File: src/rtl/z80_io_port_hub.sv
// Z80 I/O bus front-end: synchronises the port strobes, decodes per-channel port windows and
// runs a single-cycle request / ack handshake with timeout and bus-release tracking.
module z80_io_port_hub #(
   parameter int unsigned NUM_CH      = 2,
   parameter int unsigned ADDR_W      = 8,
   parameter int unsigned SUB_BITS    = 2,
   parameter logic [NUM_CH*(ADDR_W-SUB_BITS)-1:0] CH_BASE = {6'h27, 6'h26},
   parameter int unsigned SYNC_STAGES = 2,
   parameter int unsigned ACK_TIMEOUT = 31
) (
   input  logic                  clk,
   input  logic                  reset_n,
   input  logic [ADDR_W-1:0]     A,
   input  logic                  iorq_n,
   input  logic                  rd_n,
   input  logic                  wr_n,
   input  logic [7:0]            cd_in,
   output logic [7:0]            cd_out,
   output logic                  cd_oe,
   output logic                  cs_n,
   output logic [NUM_CH-1:0]     ch_req,
   output logic                  ch_wr,
   output logic [SUB_BITS-1:0]   ch_sub,
   output logic [7:0]            ch_wdata,
   input  logic [NUM_CH*8-1:0]   ch_rdata,
   input  logic [NUM_CH-1:0]     ch_ack,
   output logic                  timeout
);

   localparam int unsigned DEC_W = ADDR_W - SUB_BITS;
   localparam int unsigned IDX_W = (NUM_CH > 1) ? $clog2(NUM_CH) : 1;
   localparam int unsigned CNT_W = 8;

   typedef enum logic [2:0] {
      ST_IDLE,
      ST_REQ,
      ST_WAIT,
      ST_DRIVE,
      ST_RELEASE
   } state_t;

   state_t                 state_q, state_d;
   logic [SYNC_STAGES-1:0] iorq_sync_q, iorq_sync_d;
   logic [SYNC_STAGES-1:0] rd_sync_q, rd_sync_d;
   logic [SYNC_STAGES-1:0] wr_sync_q, wr_sync_d;
   logic                   acc_prev_q, acc_prev_d;
   logic [IDX_W-1:0]       ch_idx_q, ch_idx_d;
   logic                   ch_wr_q, ch_wr_d;
   logic [SUB_BITS-1:0]    ch_sub_q, ch_sub_d;
   logic [7:0]             ch_wdata_q, ch_wdata_d;
   logic [NUM_CH-1:0]      ch_req_q, ch_req_d;
   logic [7:0]             cd_out_q, cd_out_d;
   logic                   cd_oe_q, cd_oe_d;
   logic                   cs_n_q, cs_n_d;
   logic                   timeout_q, timeout_d;
   logic [CNT_W-1:0]       tmo_cnt_q, tmo_cnt_d;
   logic                   ack_pend_q, ack_pend_d;
   logic                   rel_q, rel_d;

   logic                   iorq_s, rd_s, wr_s;
   logic                   s_rd, s_wr, acc_edge;
   logic                   dec_match;
   logic [IDX_W-1:0]       dec_idx;
   logic                   ack_sel;
   logic [7:0]             rdata_sel;
   logic                   released;

   assign iorq_s   = iorq_sync_q[SYNC_STAGES-1];
   assign rd_s     = rd_sync_q[SYNC_STAGES-1];
   assign wr_s     = wr_sync_q[SYNC_STAGES-1];
   assign s_rd     = ~iorq_s & ~rd_s & wr_s;
   assign s_wr     = ~iorq_s & ~wr_s & rd_s;
   assign acc_edge = (s_rd | s_wr) & ~acc_prev_q;

   // Window decode; scanning downwards lets the lowest matching index win.
   always_comb begin
      dec_match = 1'b0;
      dec_idx   = '0;
      for (int i = int'(NUM_CH) - 1; i >= 0; i--) begin
         if (A[ADDR_W-1:SUB_BITS] == CH_BASE[i*DEC_W +: DEC_W]) begin
            dec_match = 1'b1;
            dec_idx   = IDX_W'(i);
         end
      end
   end

   // Ack and read data of the channel that owns the access in flight.
   always_comb begin
      ack_sel   = 1'b0;
      rdata_sel = 8'hFF;
      for (int i = 0; i < int'(NUM_CH); i++) begin
         if (ch_idx_q == IDX_W'(i)) begin
            ack_sel   = ch_ack[i];
            rdata_sel = ch_rdata[i*8 +: 8];
         end
      end
   end

   // Next-state and registered-output logic.
   always_comb begin
      state_d     = state_q;
      iorq_sync_d = {iorq_sync_q[SYNC_STAGES-2:0], iorq_n};
      rd_sync_d   = {rd_sync_q[SYNC_STAGES-2:0], rd_n};
      wr_sync_d   = {wr_sync_q[SYNC_STAGES-2:0], wr_n};
      acc_prev_d  = s_rd | s_wr;
      ch_idx_d    = ch_idx_q;
      ch_wr_d     = ch_wr_q;
      ch_sub_d    = ch_sub_q;
      ch_wdata_d  = ch_wdata_q;
      ch_req_d    = '0;
      cd_out_d    = cd_out_q;
      cd_oe_d     = cd_oe_q;
      cs_n_d      = cs_n_q;
      timeout_d   = 1'b0;
      tmo_cnt_d   = tmo_cnt_q;
      ack_pend_d  = ack_pend_q;
      rel_d       = rel_q;
      released    = rel_q | iorq_s;

      case (state_q)
         ST_IDLE: begin
            rel_d      = 1'b0;
            ack_pend_d = 1'b0;
            if (acc_edge) begin
               if (dec_match) begin
                  state_d    = ST_REQ;
                  ch_idx_d   = dec_idx;
                  ch_wr_d    = s_wr;
                  ch_sub_d   = A[SUB_BITS-1:0];
                  ch_wdata_d = cd_in;
                  cs_n_d     = 1'b0;
                  ch_req_d   = NUM_CH'(1) << dec_idx;
               end else begin
                  state_d = ST_RELEASE;
               end
            end
         end

         ST_REQ: begin
            state_d    = ST_WAIT;
            tmo_cnt_d  = CNT_W'(ACK_TIMEOUT);
            ack_pend_d = ack_sel;
            rel_d      = iorq_s;
         end

         // An early strobe release finishes the access without touching the data bus.
         ST_WAIT: begin
            rel_d     = released;
            tmo_cnt_d = tmo_cnt_q - CNT_W'(1);
            if (ack_sel | ack_pend_q) begin
               if (released) begin
                  state_d = ST_IDLE;
                  cs_n_d  = 1'b1;
               end else if (ch_wr_q) begin
                  state_d = ST_RELEASE;
               end else begin
                  state_d  = ST_DRIVE;
                  cd_out_d = rdata_sel;
                  cd_oe_d  = s_rd;
               end
            end else if (tmo_cnt_q == CNT_W'(1)) begin
               timeout_d = 1'b1;
               if (released) begin
                  state_d = ST_IDLE;
                  cs_n_d  = 1'b1;
               end else if (ch_wr_q) begin
                  state_d = ST_RELEASE;
               end else begin
                  state_d  = ST_DRIVE;
                  cd_out_d = 8'hFF;
                  cd_oe_d  = s_rd;
               end
            end
         end

         ST_DRIVE: begin
            if (s_rd) begin
               cd_oe_d = 1'b1;
            end else begin
               cd_oe_d = 1'b0;
               state_d = ST_RELEASE;
            end
         end

         ST_RELEASE: begin
            if (iorq_s) begin
               state_d = ST_IDLE;
               cs_n_d  = 1'b1;
            end
         end

         default: begin
            state_d = ST_IDLE;
            cs_n_d  = 1'b1;
            cd_oe_d = 1'b0;
         end
      endcase
   end

   // State and output registers.
   always_ff @(posedge clk or negedge reset_n) begin
      if (!reset_n) begin
         state_q     <= ST_IDLE;
         iorq_sync_q <= '1;
         rd_sync_q   <= '1;
         wr_sync_q   <= '1;
         acc_prev_q  <= 1'b0;
         ch_idx_q    <= '0;
         ch_wr_q     <= 1'b0;
         ch_sub_q    <= '0;
         ch_wdata_q  <= 8'h00;
         ch_req_q    <= '0;
         cd_out_q    <= 8'hFF;
         cd_oe_q     <= 1'b0;
         cs_n_q      <= 1'b1;
         timeout_q   <= 1'b0;
         tmo_cnt_q   <= '0;
         ack_pend_q  <= 1'b0;
         rel_q       <= 1'b0;
      end else begin
         state_q     <= state_d;
         iorq_sync_q <= iorq_sync_d;
         rd_sync_q   <= rd_sync_d;
         wr_sync_q   <= wr_sync_d;
         acc_prev_q  <= acc_prev_d;
         ch_idx_q    <= ch_idx_d;
         ch_wr_q     <= ch_wr_d;
         ch_sub_q    <= ch_sub_d;
         ch_wdata_q  <= ch_wdata_d;
         ch_req_q    <= ch_req_d;
         cd_out_q    <= cd_out_d;
         cd_oe_q     <= cd_oe_d;
         cs_n_q      <= cs_n_d;
         timeout_q   <= timeout_d;
         tmo_cnt_q   <= tmo_cnt_d;
         ack_pend_q  <= ack_pend_d;
         rel_q       <= rel_d;
      end
   end

   assign cd_out   = cd_out_q;
   assign cd_oe    = cd_oe_q;
   assign cs_n     = cs_n_q;
   assign ch_req   = ch_req_q;
   assign ch_wr    = ch_wr_q;
   assign ch_sub   = ch_sub_q;
   assign ch_wdata = ch_wdata_q;
   assign timeout  = timeout_q;

endmodule

File: config.mk
export PLATFORM = sky130hd
export DESIGN_NAME = z80_io_port_hub
export DESIGN_NICKNAME = d
export VERILOG_FILES = /design/src/rtl/z80_io_port_hub.sv
export SDC_FILE = /design/constraint.sdc
export NUM_CORES = 1
export LEC_CHECK = 0
export CORE_ASPECT_RATIO = 0.75
export CORE_MARGIN = 2
export CORE_UTILIZATION = 42
export CTS_CLUSTER_SIZE = 40
export DETAILED_ROUTE_END_ITERATION = 6
export PLACE_DENSITY = 0.76
export SLEW_MARGIN = 20
export SYNTH_ARGS = -nofsm -noshare
export SYNTH_HDL_FRONTEND = slang
export SYNTH_SLANG_ARGS = --single-unit
export TNS_END_PERCENT = 5
File: constraint.sdc
create_clock -name clk -period 1.7 [get_ports clk]
set_input_delay 0.17 -clock clk [delete_from_list [all_inputs] [get_ports clk]]
set_output_delay 0.17 -clock clk [all_outputs]
set_load 0.005 [all_outputs]
## Yosys cells after proc, flatten, opt, wreduce, memory -nomap -nowiden

Index checks and enable logic that the tools add are counted.

- Shift-type cells: 1
- $lt $le $gt $ge: 0
- Reductions and logical operators: 12
- Add/sub/neg operators: 1
- Bitwise gates (word level): 14
- Divide/modulo/power cells: 0
- Muxes and demuxes: 42
- Multiply operators: 0
- Equality and inequality tests: 16

Operators with widths:

| cell | number |
|---|---|
| 2-to-1 mux 8 bit | 7 |
| 2-to-1 mux 3 bit | 8 |
| 2-to-1 mux 1 bit | 18 |
| inequality test 2 bit (second input constant) | 8 |
| one-hot mux 8 bit (2 select lines) | 1 |
| one-hot mux 3 bit (5 select lines) | 1 |
| == test 6 bit (second input constant) | 2 |
| == test 8 x 1 -> 1 bit (second input constant) | 1 |
| subtractor 8 x 1 -> 8 bit (second input constant) | 1 |
| == test 3 x 2 -> 1 bit (second input constant) | 2 |
| 2-to-1 mux 2 bit | 3 |
| inverter 1 bit | 6 |
| one-hot mux 1 bit (3 select lines) | 2 |
| AND reduction 6 bit | 1 |
| nonzero test 2 bit | 3 |
| bitwise AND 1 bit | 5 |
| AND reduction 5 bit | 1 |
| one-hot mux 1 bit (4 select lines) | 1 |
| AND reduction 4 bit | 1 |
| == test 3 x 1 -> 1 bit (second input constant) | 1 |
| == test 3 bit (second input constant) | 1 |
| logical NOT 3 bit | 1 |
| inequality test 3 bit (second input constant) | 1 |
| OR 1 bit | 3 |
| 7 further kinds | 7 |

- Bits in writable memories: 0
- Memories: 0
- Latch bits: 0
- Output and inout bits: 24
- Word-level logic and storage cells: 103
- Bits in registers: 45
- ROM bits: 0

## Depth between registers and ports, before layout

- Depth after elaboration: 8
- Gate-level depth with buffers: 6
- Gate-level depth less buffers: 6

## Least setup slack after synthesis

OpenSTA, ideal clock, no wires.

- Path type: flip-flop to flip-flop
- Start point: reg iorq_sync_q[1]
- End point: reg cs_n_q (netlist: cs_n)
- Cell stages (with the launch flop): 7
- Required time: 1.618 ns
- Path buffers: 1
- Setup time: 0.082 ns
- Path slack: -0.009 ns
- Arrival time: 1.627 ns
- Cells stage by stage: dfstp_2 clkbuf_1 a211oi_1 o41a_1 a31o_1 o21bai_4 mux2_4

- Cells in the longest elaborated chain, start to end: 7
- Elaborated cells between the ends (all ways): 15

Ends and longest elaborated chain:

| element | line | RTL |
|---|---|---|
| start, declared | 43 | `logic [SYNC_STAGES-1:0] iorq_sync_q, iorq_sync_d;` |
| start signal, assigned | 222 | `iorq_sync_q <= iorq_sync_d;` |
| inverter 1 bit | 71, 72 |  |
| bitwise AND 1 bit, on equally long branches (2 in a row) | 71, 72 |  |
| OR 1 bit | 73 | `assign acc_edge = (s_rd \| s_wr) & ~acc_prev_q;` |
| bitwise AND 1 bit | 73 |  |
| inequality test 2 bit (no line) | n/a |  |
| AND reduction 5 bit (no line) | n/a |  |
| end signal, assigned | 233 | `cs_n_q <= cs_n_d;` |
| end, declared | 54 | `logic cs_n_q, cs_n_d;` |

Several ways; a longest one is shown, not always the timed one. The select of a mux whose other input is x is not followed.
A chain may end at the register's enable or synchronous reset.

## Final worst setup path

- Start point: reg wr_sync_q[1]
- End point: reg cs_n_q (netlist: cs_n)

- Cells in the longest elaborated chain, start to end: 7
- Elaborated cells between the ends (all ways): 8

Ends and longest elaborated chain:

| element | line | RTL |
|---|---|---|
| start, declared | 45 | `logic [SYNC_STAGES-1:0] wr_sync_q, wr_sync_d;` |
| start signal, assigned | 224 | `wr_sync_q <= wr_sync_d;` |
| inverter 1 bit | 72 | `assign s_wr = ~iorq_s & ~wr_s & rd_s;` |
| bitwise AND 1 bit (2 in a row) | 72 |  |
| OR 1 bit (*) | 73 |  |
| bitwise AND 1 bit (*) | 73 |  |
| inequality test 2 bit (no line) (*) | n/a |  |
| AND reduction 5 bit (no line) (*) | n/a |  |

Every way passes the cells marked *; elsewhere a longest branch is shown, timed or not.

==> results.ini <==
[outcome]
outcome=finished, violations left
violations=negative setup slack

[drt]
drc=0
detail-route-antenna-nets=0
drt_first_pass_iters=4
drtIter0Drc=88
viasPerCell=5.213
drt_wl_total_um=4574
wl_per_cell_um=14.34
via_count=1663

[worst_hold_path]
holdCritPathClass=in2reg

[critical_path]
rr_startpoint=wr_sync_q[1]
cp-end-kind=flip-flop
reg2reg_setup_slack_ps=-30
cp-startpoint=wr_sync_q[1]
critical_path_class=reg2reg
critPathMaxStageDelay_ps=590
reg2reg_depth=5
reg2reg_to=cs_n
worstPathArrival_ps=1960
crit_fanout=3
cp_cell_sequence=xnor2_4 -> o41a_1 -> a31o_1 -> o21bai_4 -> mux2_4
required_ps=1930
start_kind=flip-flop
cp_slowest_cell=dfstp_2
critPathCapture=cs_n

[synthesis]
yosys.area.top_type=dfrtp_1
ys_seq_elements=45
synth_cell_types=40
synth_top_cells_by_area=dfrtp_1, dfstp_2, mux2i_1
yosys.area.top_type_share_pct=36.88
synth_nets=216
netlist_area_sq_um=2036
synthFlopType=dfrtp_1
syn_inst=175
avgSynthCellArea_sq_um=11.63
ys_warn_count=0
synthArstFlopShare_pct=100.0
synth.most_common_cell=dfrtp_1
synth-edff-count=0
ys_top_cells_by_count=dfrtp_1, nor2_1, a21oi_1
yosysSeqAreaShare_pct=56.24

[global_routing]
grt_pass1_wl_um=7472
grt_max_degree=46
grt_overflow=0
grt_pass1_vias=1658
antenna_found_initial=0
grt_usage_pct=17.39

[power]
clockPowerShare_pct=18.1
p_per_area_nw_per_um2=1151
seqPwrFrac_pct=47.4
p_sw_share_pct=30.33
p_leak_nw=1.297
irDropWorstVdd_mv=0.6290
p_int_mw=2.422
p_sw_mw=1.055
power_frac_comb_pct=34.5

[die]
die_h_um=64.29
die_x_um=84.39
core-area_sq_um=4572
design.die.area_sq_um=5425
std_cell_rows=21
ioPinCount=63
initial_utilization_pct=44.53

[place]
place_area_sq_um=2841
dp_slack_ps=-63.38
dpl.hpwl_um=3326
place_congestion=0.8517
io_buffers=62

[clocking]
cts_root_buffer=clkbuf_8
clk_latency_ps=290
path_clk_slew_ps=80
h-tree-depth=2
numCtsBuffers=5
cts_buffer_depth=2
cts_tree=built
cts_sinks=45

[sta]
rsz0062_at_grt=true
skew_ps=6.934
max_freq_ghz=0.5773
fin_ws_ps=-32.24
hold_slack_ps=276.3
fin_crit_sh_pct=101.9
slew_violations=0
worstMarginPinSlew_ps=331.5
finalSetupViolCount=1
setup_tns_ps=-32.24
slew_headroom_pct=77.88
hold_viol=0
min_period_ps=1732

[layout]
n_antenna_cell=0
final_core_util_pct=66.06
final_area_sq_um=3020
area_growth_pct=48.37
fillerInstances=379
final_nets=302
drive_above_1_share_pct=27.10

[run]
maxCapViolations=0

stage by stage:
step           power, mW  cells
2_1_floorplan      2.135    175
3_3_place_gp       2.721    307
3_5_place_dp       2.776    307
4_1_cts            3.418    317
5_1_grt            3.695    319
6_report           3.477    319
worst max-delay path: cells and delay by family (launching register included):
kind	cells	cell delay, ps
AOI/OAI and AO/OA	3	690
DFF	1	590
muxes	1	300
xor gates and xnor gates	1	100
final cells by class:
type | count | area [sq um] | area share, %
clock buffers | 6 | 72.57 | 2.403
clock inverters | 2 | 10.01 | 0.3314
multi-input cells | 119 | 898.4 | 29.74
well taps | 57 | 71.32 | 2.361
repair buffers | 85 | 803.3 | 26.59
flip-flops and latches | 45 | 1146 | 37.95
inverters | 5 | 18.77 | 0.6214
state kept, by name (all words and copies together), names as in the netlist, 2 cells and up:
register,flops
cd_out,8
wr_sync_q,2
ch_sub,2
rd_sync_q,2
iorq_sync_q,2
ch_wdata,8
state_q,3
ch_req,2
tmo_cnt_q,8
power groups by stage:
stage | registers (mW) | clock network (mW) | logic (mW)
3_5_place_dp | 1.63 | 0 | 1.15
6_report | 1.65 | 0.629 | 1.20
2_1_floorplan | 1.61 | 0 | 0.526
3_3_place_gp | 1.62 | 0 | 1.10
4_1_cts | 1.61 | 0.636 | 1.17
5_1_grt | 1.69 | 0.686 | 1.32
repair_timing:
item,CTS,global route
endpoints found under the hold margin,30,0
hold buffers,1,0
pin swaps,0,2
endpoints found under the setup margin,1,13
resized for setup,1,9
buffers inserted,1,2
cells by family after synthesis:
group / synth area share, %
AO/OA/AOI/OAI: 9.896
buffers and inverters: 2.705
flip-flops: 56.24
XOR/XNOR: 0.8606
adder cells (fa/ha/maj): 1.229
AND/OR/NAND/NOR: 15.37
multiplexers: 13.71
worst min-delay path by stage:
stage	slack [ps]	start	endpoint	depth (start not counted)
after floorplan	-130	reset_n	acc_prev_q	0
after global placement	170	reset_n	tmo_cnt_q[4]	2
after detailed placement	170	reset_n	tmo_cnt_q[4]	2
after CTS	270	wr_n	wr_sync_q[0]	1
after global routing	270	wr_n	wr_sync_q[0]	1
final	280	wr_n	wr_sync_q[0]	1
routing by layer:
layer	GRT usage (%)	up-vias	part of all wire, %
met1	22.31	789	44
met5	0	-	0
li1	-	786	-
met2	29.17	82	47
met4	3.968	0	0.77
met3	5.426	6	8.9
layout by cell type, fill, tap and decap left out, types with 2 or more instances in the layout:
cell,synthesis,routed
mux2i_1,14,14
o41a_1,2,2
mux2_2,11,11
clkinv_2,0,2
a21oi_1,16,16
nor2_1,22,21
o21ai_0,6,6
nor3_1,6,6
dfstp_2,15,15
nand3_1,4,2
inv_1,5,5
nand2_1,12,12
nand3_2,0,2
dfrtp_1,30,29
clkbuf_8,0,5
buf_4,1,21
ha_1,2,2
clkdlybuf4s50_1,0,61
No activity file was read; power rests on OpenSTA's default activity.
